File: src/rtl/gemm_sequencer_if.sv
// Command encoding shared by the sequencer and the GEMM datapath, plus the job/stream interface.
// The master modport belongs to the job source and activation producer, and the slave modport to the sequencer.
// Widths follow SA_SIZE (array dimension), WA_SIZE (element width) and CNT_W (row counter width).
package gemm_seq_pkg;
    typedef enum logic [1:0] {
        CMD_IDLE          = 2'd0,
        CMD_WRITE_WEIGHTS = 2'd1,
        CMD_COMPUTE       = 2'd2
    } command_t;
endpackage

interface gemm_sequencer_if #(
    parameter int SA_SIZE = 4,
    parameter int WA_SIZE = 8,
    parameter int CNT_W   = 16
);
    // Job control
    logic                               start;
    logic                               abort;
    logic [CNT_W-1:0]                   row_count;
    logic [WA_SIZE*SA_SIZE*SA_SIZE-1:0] w_tile;
    // Activation stream (valid/ready)
    logic                               act_valid;
    logic                               act_ready;
    logic [WA_SIZE*SA_SIZE-1:0]         act_row;
    // GEMM datapath drive
    gemm_seq_pkg::command_t             gemm_cmd;
    logic [WA_SIZE*SA_SIZE*SA_SIZE-1:0] gemm_weights;
    logic [WA_SIZE*SA_SIZE-1:0]         gemm_act;
    // Result framing and status
    logic                               out_valid;
    logic                               out_last;
    logic                               busy;
    logic                               done;

    modport master (
        output start, abort, row_count, w_tile, act_valid, act_row,
        input  act_ready, gemm_cmd, gemm_weights, gemm_act, out_valid, out_last, busy, done
    );

    modport slave (
        input  start, abort, row_count, w_tile, act_valid, act_row,
        output act_ready, gemm_cmd, gemm_weights, gemm_act, out_valid, out_last, busy, done
    );
endinterface

File: src/rtl/gemm_sequencer.sv
// Job sequencer for the GEMM datapath: weight load, activation row streaming, result row tagging.
// Latency: one LOAD_W cycle after start; each accepted row reappears as out_valid PIPE_LAT cycles later.
// Backpressure: act_ready gates the input stream; the output has no backpressure and rows must be consumed.
// Ports: clk, resetn (async active-low), bus (slave modport: job control, activation stream, GEMM drive, result flags).
module gemm_sequencer #(
    parameter int SA_SIZE  = 4,
    parameter int WA_SIZE  = 8,
    parameter int PIPE_LAT = 2 * SA_SIZE,
    parameter int CNT_W    = 16
) (
    input  logic              clk,
    input  logic              resetn,
    gemm_sequencer_if.slave   bus
);
    import gemm_seq_pkg::*;

    localparam int TILE_W = WA_SIZE * SA_SIZE * SA_SIZE;

    localparam logic [1:0] ST_IDLE   = 2'd0;
    localparam logic [1:0] ST_LOAD_W = 2'd1;
    localparam logic [1:0] ST_STREAM = 2'd2;
    localparam logic [1:0] ST_DRAIN  = 2'd3;

    logic [1:0]          state_q;
    logic [1:0]          state_nxt;
    command_t            cmd_q;
    command_t            cmd_nxt;
    logic [TILE_W-1:0]   w_q;
    logic [CNT_W-1:0]    row_cnt_q;
    logic [CNT_W-1:0]    rows_sent_q;
    logic [CNT_W-1:0]    rows_out_q;
    logic [CNT_W-1:0]    row_last;
    logic [PIPE_LAT-1:0] tag_q;
    logic                done_zero_q;

    logic job_accept;
    logic zero_accept;
    logic abort_job;
    logic act_fire;
    logic out_vld;
    logic last_out;

    // abort in IDLE only suppresses a simultaneous start; it has nothing to cancel
    assign abort_job   = bus.abort && (state_q != ST_IDLE);
    assign job_accept  = (state_q == ST_IDLE) && bus.start && !bus.abort && (bus.row_count != '0);
    assign zero_accept = (state_q == ST_IDLE) && bus.start && !bus.abort && (bus.row_count == '0);
    assign row_last    = row_cnt_q - CNT_W'(1);

    // abort masks ready so a row offered in the abort cycle stays with the producer
    assign bus.act_ready = (state_q == ST_STREAM) && (rows_sent_q < row_cnt_q) && !bus.abort;
    assign act_fire      = bus.act_valid && bus.act_ready;
    assign bus.gemm_act  = act_fire ? bus.act_row : '0;

    // Tail of the tag pipe lines up with the GEMM output of the row that set it
    assign out_vld  = tag_q[PIPE_LAT-1];
    assign last_out = out_vld && (rows_out_q == row_last);

    assign bus.out_valid    = out_vld;
    assign bus.out_last     = last_out;
    assign bus.done         = last_out || done_zero_q;
    assign bus.busy         = (state_q != ST_IDLE);
    assign bus.gemm_cmd     = cmd_q;
    assign bus.gemm_weights = w_q;

    always_comb begin
        state_nxt = state_q;
        case (state_q)
            ST_IDLE:   if (job_accept) state_nxt = ST_LOAD_W;
            ST_LOAD_W: state_nxt = ST_STREAM;
            ST_STREAM: if (act_fire && (rows_sent_q == row_last)) state_nxt = ST_DRAIN;
            ST_DRAIN:  if (last_out) state_nxt = ST_IDLE;
            default:   state_nxt = ST_IDLE;
        endcase
        if (abort_job) state_nxt = ST_IDLE;
    end

    // The command is registered alongside the state so it is a clean flop output to the array
    always_comb begin
        cmd_nxt = CMD_IDLE;
        case (state_nxt)
            ST_LOAD_W:          cmd_nxt = CMD_WRITE_WEIGHTS;
            ST_STREAM, ST_DRAIN: cmd_nxt = CMD_COMPUTE;
            default:            cmd_nxt = CMD_IDLE;
        endcase
    end

    always_ff @(posedge clk or negedge resetn) begin
        if (!resetn) begin
            state_q     <= ST_IDLE;
            cmd_q       <= CMD_IDLE;
            w_q         <= '0;
            row_cnt_q   <= '0;
            rows_sent_q <= '0;
            rows_out_q  <= '0;
            tag_q       <= '0;
            done_zero_q <= 1'b0;
        end else begin
            state_q     <= state_nxt;
            cmd_q       <= cmd_nxt;
            done_zero_q <= zero_accept;
            if (job_accept) begin
                w_q       <= bus.w_tile;
                row_cnt_q <= bus.row_count;
            end
            if (abort_job || job_accept) begin
                rows_sent_q <= '0;
                rows_out_q  <= '0;
                tag_q       <= '0;
            end else begin
                if (act_fire) rows_sent_q <= rows_sent_q + CNT_W'(1);
                if (out_vld && (rows_out_q < row_cnt_q)) rows_out_q <= rows_out_q + CNT_W'(1);
                // The array only advances under CMD_COMPUTE, so the tags must do the same
                if (cmd_q == CMD_COMPUTE) tag_q <= {tag_q[PIPE_LAT-2:0], act_fire};
            end
        end
    end
endmodule
File: src/flat_wrapper.sv
// flat-port wrapper written by rule: the top's interface ports become plain ports
module gemm_sequencer_flat import gemm_seq_pkg::*;
#(
    parameter int SA_SIZE  = 4,
    parameter int WA_SIZE  = 8,
    parameter int PIPE_LAT = 2 * SA_SIZE,
    parameter int CNT_W    = 16
)
  (clk, resetn, bus_start, bus_abort, bus_row_count, bus_w_tile, bus_act_valid, bus_act_row, bus_act_ready, bus_gemm_cmd, bus_gemm_weights, bus_gemm_act, bus_out_valid, bus_out_last, bus_busy, bus_done);
  gemm_sequencer_if #(.SA_SIZE(SA_SIZE), .WA_SIZE(WA_SIZE), .CNT_W(CNT_W)) bus_i ();
  input  logic clk;
  input  logic resetn;
  input wire logic [$bits(bus_i.start)-1:0] bus_start;
  input wire logic [$bits(bus_i.abort)-1:0] bus_abort;
  input wire logic [$bits(bus_i.row_count)-1:0] bus_row_count;
  input wire logic [$bits(bus_i.w_tile)-1:0] bus_w_tile;
  input wire logic [$bits(bus_i.act_valid)-1:0] bus_act_valid;
  input wire logic [$bits(bus_i.act_row)-1:0] bus_act_row;
  output wire logic [$bits(bus_i.act_ready)-1:0] bus_act_ready;
  output wire logic [$bits(bus_i.gemm_cmd)-1:0] bus_gemm_cmd;
  output wire logic [$bits(bus_i.gemm_weights)-1:0] bus_gemm_weights;
  output wire logic [$bits(bus_i.gemm_act)-1:0] bus_gemm_act;
  output wire logic [$bits(bus_i.out_valid)-1:0] bus_out_valid;
  output wire logic [$bits(bus_i.out_last)-1:0] bus_out_last;
  output wire logic [$bits(bus_i.busy)-1:0] bus_busy;
  output wire logic [$bits(bus_i.done)-1:0] bus_done;
  assign bus_i.start = bus_start;
  assign bus_i.abort = bus_abort;
  assign bus_i.row_count = bus_row_count;
  assign bus_i.w_tile = bus_w_tile;
  assign bus_i.act_valid = bus_act_valid;
  assign bus_i.act_row = bus_act_row;
  assign bus_act_ready = bus_i.act_ready;
  assign bus_gemm_cmd = bus_i.gemm_cmd;
  assign bus_gemm_weights = bus_i.gemm_weights;
  assign bus_gemm_act = bus_i.gemm_act;
  assign bus_out_valid = bus_i.out_valid;
  assign bus_out_last = bus_i.out_last;
  assign bus_busy = bus_i.busy;
  assign bus_done = bus_i.done;
  gemm_sequencer #(.SA_SIZE(SA_SIZE), .WA_SIZE(WA_SIZE), .PIPE_LAT(PIPE_LAT), .CNT_W(CNT_W)) u_core (.clk(clk), .resetn(resetn), .bus(bus_i));
endmodule
File: config.mk
export PLATFORM = sky130hd
export DESIGN_NAME = gemm_sequencer_flat
export DESIGN_NICKNAME = d
export VERILOG_FILES = /design/src/rtl/gemm_sequencer_if.sv /design/src/rtl/gemm_sequencer.sv /design/src/flat_wrapper.sv
export SDC_FILE = /design/constraint.sdc
export NUM_CORES = 1
export LEC_CHECK = 0
export ABC_CLOCK_PERIOD_IN_PS = 4500
export CAP_MARGIN = 20
export CORE_ASPECT_RATIO = 0.9
export CORE_MARGIN = 3
export CORE_UTILIZATION = 49
export DETAILED_ROUTE_END_ITERATION = 6
export PLACE_DENSITY = 0.95
export SLEW_MARGIN = 20
export SYNTH_ARGS = -nofsm -noshare
export SYNTH_HDL_FRONTEND = slang
export SYNTH_SLANG_ARGS = --single-unit
File: constraint.sdc
create_clock -name clk -period 4.5 [get_ports clk]
set_input_delay 0.9 -clock clk [delete_from_list [all_inputs] [get_ports clk]]
set_output_delay 0.9 -clock clk [all_outputs]
set_load 0.02 [all_outputs]
==> report_table.html <==
<table>
<tr><th>Metric</th><th>Value</th></tr>
<tr><th colspan="2">Worst setup path</th></tr>
<tr><td>Stage delay of the slowest cell on the critical path</td><td>0.62 ns</td></tr>
<tr><td>Worst setup path category</td><td>input port to primary output</td></tr>
<tr><td>Cell type group with the largest total delay on the critical path</td><td>buffers and inverters</td></tr>
<tr><td>Cell with the largest stage delay on the worst path</td><td>clkdlybuf4s50_1</td></tr>
<tr><td>Register-to-register setup slack</td><td>approximately 1.3 ns</td></tr>
<tr><td>Bufs and invs on worst path</td><td>3</td></tr>
<tr><td>Reg2Reg Capture Point</td><td>u_core.rows_out_q[3]</td></tr>
<tr><td>Startpoint kind of the worst setup timing path</td><td>input port</td></tr>
<tr><td>Reg2reg start</td><td>u_core.row_cnt_q[1]</td></tr>
<tr><td>R2R depth</td><td>11</td></tr>
<tr><td>CP Cell Sequence</td><td>clkdlybuf4s50_1 &gt; or3b_1 &gt; a211oi_1 &gt; nand2_1 &gt; nor3b_4 &gt; buf_4 &gt; and2_1 &gt; clkdlybuf4s50_1</td></tr>
<tr><td>Most numerous cell on the critical path</td><td>clkdlybuf4s50_1</td></tr>
<tr><td>Required time at the worst-slack endpoint</td><td>3.60 ns</td></tr>
<tr><td>Arrival @ worst endpoint</td><td>about 3.5 ns</td></tr>
<tr><td>Type of element capturing the critical path</td><td>primary output</td></tr>
<tr><td>Top fanout value on the critical path</td><td>32</td></tr>
<tr><th colspan="2">Pwr</th></tr>
<tr><td>PnR Total Power</td><td>5448 µW</td></tr>
<tr><td>LEAKAGE</td><td>0.006388 µW</td></tr>
<tr><td>Cell Pwr Density</td><td>398.7 nW/µm²</td></tr>
<tr><td>Max rail drop VDD</td><td>just over 300 µV</td></tr>
<tr><th colspan="2">Worst hold path</th></tr>
<tr><td>Instance count along the most critical hold path</td><td>2</td></tr>
<tr><td>Path type of the worst min-delay path</td><td>register to register</td></tr>
<tr><td>Terminating pin of the worst hold path</td><td>u_core.bus.gemm_weights[19]</td></tr>
<tr><td>Worst Hold Launch</td><td>u_core.bus.gemm_weights[19]</td></tr>
<tr><th colspan="2">Synthesis</th></tr>
<tr><td>Cell Area, Synth</td><td>around 9400 µm²</td></tr>
<tr><td>Leading post-synthesis cells by cell area</td><td>dfrtp_1 (50%), nand2_1 (18%), ha_1 (4.7%)</td></tr>
<tr><td>Sequential-to-total area share from yosys stat</td><td>50.49%</td></tr>
<tr><td>Fraction of synthesized cell area in xor and xnor cells</td><td>5.316%</td></tr>
<tr><td>Fraction of the mapped netlist area in compound gates</td><td>about 7.4%</td></tr>
<tr><td>Register bit count reported by yosys</td><td>around 190</td></tr>
<tr><td>Main synth FF type</td><td>dfrtp_1</td></tr>
<tr><td>Library cell with the highest instance count after synthesis</td><td>nand2_1</td></tr>
<tr><td>Largest family of logic cells by synthesized area</td><td>simple AND/OR/NAND/NOR gates</td></tr>
<tr><td>Post-synth ARST share</td><td>100.0%</td></tr>
<tr><td>Post-Synthesis Net Count</td><td>approximately 1300</td></tr>
<tr><td>Instance count of the mapped netlist</td><td>1067</td></tr>
<tr><td>Library cells used by synthesis</td><td>60</td></tr>
<tr><td>Number of flops mapped to enable cells by yosys</td><td>0</td></tr>
<tr><td>Synth area leader</td><td>dfrtp_1</td></tr>
<tr><td>Count of warnings emitted by yosys</td><td>0</td></tr>
<tr><td>Post-Syn Area per Cell</td><td>about 8.8 µm²</td></tr>
<tr><td>Fraction of the mapped netlist area in adder cells</td><td>approximately 4.7%</td></tr>
<tr><td>Synthesized-area fraction occupied by and/or/nand/nor cells</td><td>28.34%</td></tr>
<tr><td>Fraction of synthesized area in multiplexers</td><td>less than 1%</td></tr>
<tr><td>Most common library cells after synthesis</td><td>nand2_1 (441), dfrtp_1 (189), and2_1 (36), clkbuf_1 (36)</td></tr>
<tr><td>Area share of the leading cell type in the synthesized netlist</td><td>50.49%</td></tr>
<tr><th colspan="2">Die</th></tr>
<tr><td>Area enclosed by the die boundary</td><td>20810 µm²</td></tr>
<tr><td>Standard-cell rows</td><td>47</td></tr>
<tr><td>IO Count</td><td>348</td></tr>
<tr><td>Starting Density</td><td>50.41%</td></tr>
<tr><td>Die height</td><td>~140 µm</td></tr>
<tr><td>Core ar.</td><td>18580 µm²</td></tr>
<tr><td>Die X</td><td>151.7 µm</td></tr>
<tr><th colspan="2">Clocking</th></tr>
<tr><td>Clock latency on the worst-skew pair</td><td>0.43 ns</td></tr>
<tr><td>Buffers from clock root to sink, at most</td><td>2</td></tr>
<tr><td>CTS tree</td><td>done</td></tr>
<tr><td>Clock-pin slew of the registers on the worst-case setup and hold paths</td><td>0.08 ns</td></tr>
<tr><td>H-Tree Depth</td><td>4</td></tr>
<tr><td>Number of clock buffers inserted by TritonCTS</td><td>17</td></tr>
<tr><td>Hold-fix buffers, CTS</td><td>0</td></tr>
<tr><td>Root Buffer</td><td>clkbuf_16</td></tr>
<tr><td>Number of clock sinks</td><td>189</td></tr>
<tr><th colspan="2">Timing</th></tr>
<tr><td>Number of failing setup endpoints in the final timing report</td><td>0</td></tr>
<tr><td>Crit path time final</td><td>4.362 ns</td></tr>
<tr><td>Slew Viols, Final</td><td>0</td></tr>
<tr><td>Unrepaired setup endpoints after global routing</td><td>no</td></tr>
<tr><td>Maximum achievable frequency</td><td>229.3 MHz</td></tr>
<tr><td>Final-layout setup total negative slack</td><td>0 ns</td></tr>
<tr><td>Worst clock skew</td><td>~0.014 ns</td></tr>
<tr><td>Transition at the pin with the smallest max-transition slack</td><td>about 0.84 ns</td></tr>
<tr><td>Slew headroom</td><td>a little over two fifths</td></tr>
<tr><td>Final hold violations</td><td>0</td></tr>
<tr><td>Final period util</td><td>96.93%</td></tr>
<tr><td>Smallest hold slack</td><td>0.4795 ns</td></tr>
<tr><th colspan="2">Detailed routing</th></tr>
<tr><td>Number of remaining DRC errors</td><td>0</td></tr>
<tr><td>Vias after detailed routing</td><td>8693</td></tr>
<tr><td>Max Used Layer</td><td>met4</td></tr>
<tr><td>Starting DRC count in detailed routing</td><td>635</td></tr>
<tr><td>Average vias per placed instance</td><td>5.256</td></tr>
<tr><td>Met2 wire length</td><td>14210 µm</td></tr>
<tr><td>Router iterations before antenna repair</td><td>5</td></tr>
<tr><td>Final routed wirelength across all metal layers</td><td>28530 µm</td></tr>
<tr><td>Met3 wire length</td><td>2385 µm</td></tr>
<tr><td>Met1 Routed Length</td><td>around 11000 µm</td></tr>
<tr><td>Average wire per cell in the routed design</td><td>17.25 µm</td></tr>
<tr><td>Number of routed nets with antenna violations</td><td>0</td></tr>
<tr><th colspan="2">Layout</th></tr>
<tr><td>Final nets</td><td>1611</td></tr>
<tr><td>Final cell count without fillers</td><td>1654</td></tr>
<tr><td>Filler instances</td><td>1309</td></tr>
<tr><td>Share of final-layout standard cells stronger than drive strength 1</td><td>under 10%</td></tr>
<tr><td>Total non-filler cell area in the finished layout</td><td>13660 µm²</td></tr>
<tr><td>Post-synthesis to final-layout area growth</td><td>45.87%</td></tr>
<tr><th colspan="2">Placement</th></tr>
<tr><td>Global placement routability congestion</td><td>0.9401</td></tr>
<tr><td>Area post-placement</td><td>13020 µm²</td></tr>
<tr><td>Dpl cells</td><td>approximately 1600</td></tr>
<tr><td>HPWL reported at the end of detailed placement</td><td>21260 µm</td></tr>
<tr><td>Port-buffer cells</td><td>about 350</td></tr>
<tr><th colspan="2">Global route</th></tr>
<tr><td>Via count of the first global-routing pass</td><td>8672</td></tr>
<tr><td>Pin count of the biggest net entering global routing</td><td>roughly 130</td></tr>
<tr><td>Wire length of the first global-routing pass</td><td>approximately 45000 µm</td></tr>
<tr><td>Number of antenna violations at the first check in global routing</td><td>1</td></tr>
<tr><td>Sum of overflow across all layers after global routing</td><td>0</td></tr>
<tr><td>Total Routing Usage GR</td><td>27.01%</td></tr>
<tr><th colspan="2">Run</th></tr>
<tr><td>Reported max-cap violation count</td><td>0</td></tr>
<tr><th colspan="2">Outcome</th></tr>
<tr><td>Run status</td><td>finished clean</td></tr>
</table>
flip-flops by register name, summed over array words and instances, names as in the netlist:
name / count
u_core.tag_q: 8
u_core.rows_sent_q: 16
u_core.state_q: 2
u_core.done_zero_q: 1
u_core.row_cnt_q: 16
u_core.bus.gemm_weights: 128
u_core.bus.gemm_cmd: 2
u_core.rows_out_q: 16
placed cells by master, fill, tap and decap left out, types with 5 or more instances in the layout:
cell,count
nand2_1,440
clkdlybuf4s50_1,344
dfrtp_1,189
and2_1,36
xnor2_1,35
ha_1,35
o21ai_0,32
a21oi_1,30
nor2_1,29
inv_1,22
xor2_1,20
clkbuf_16,17
buf_4,16
nand3_1,14
nand4_1,14
and3_1,11
nor4_1,8
nor3_1,7
a21o_1,7
nor2b_1,7
a31oi_1,6
o211ai_1,5
a31o_2,5
timing repair:
item                                    4_1_cts  5_1_grt
resized for setup                             2        3
setup buffers                                 4        0
pin swaps                                     2        1
endpoints found under the setup margin        2        2
endpoints found under the hold margin         0        0
cell type report:
| cell class | count | area, µm² | area share [%] |
|---|---|---|---|
| antenna | 1 | 2.502 | 0.01831 |
| clock buffer | 18 | 439.2 | 3.214 |
| clock inverter | 14 | 171.4 | 1.254 |
| timing repair buffer | 364 | 3612 | 26.44 |
| sequential | 189 | 4730 | 34.61 |
| inverter | 23 | 88.84 | 0.6501 |
| tap | 245 | 306.5 | 2.243 |
| multi-input combinational | 800 | 4314 | 31.57 |
metal layers:
metal	GRT usage [%]	vias to the layer above
li1	-	4116
met1	34.96	4167
met2	44.57	358
met3	7.434	52
met4	8.134	0
met5	0	-
worst max path at each step:
stage                   startpoint          endpoint  slack (ns)  depth (start not counted)
4_1_cts        u_core.row_cnt_q[1]      bus_out_last        0.08                         10
3_5_place_dp             bus_abort   bus_gemm_act[2]        0.19                          8
2_1_floorplan  u_core.row_cnt_q[1]          bus_done        0.93                         10
3_3_place_gp             bus_abort  bus_gemm_act[31]        0.29                          8
5_1_grt        u_core.row_cnt_q[5]   bus_gemm_act[2]       0.002                         10
6_report                 bus_abort   bus_gemm_act[2]        0.14                          8
kinds of logic after synthesis:
logic type | Yosys count
simple gates | 600
flops | 189
compound gates | 108
buf+inv | 78
xor+xnor | 56
fa+ha+maj | 35
mux | 1
through the flow:
stage	setup WS [ns]	util (%)
3_3_place_gp	0.2928	70.05
3_5_place_dp	0.1948	70.05
5_1_grt	0.001608	73.53
4_1_cts	0.07849	73.53
2_1_floorplan	0.9282	-
6_report	0.1381	73.53
tightest hold or removal path: stages (launching register included):
cell     delay, ns
dfrtp_1       0.35
nand2_1       0.05
nand2_1       0.06
where the power goes:
part | total [µW] | internal (µW) | switching (µW) | leakage, µW
Combinational | 1730 | 809 | 916 | 0.00368
Clock | 1550 | 813 | 734 | 0.000292
Sequential | 2180 | 1970 | 210 | 0.00241
Total | 5450 | 3590 | 1860 | 0.00639
Note: power is estimated with default switching activity, not from simulation.
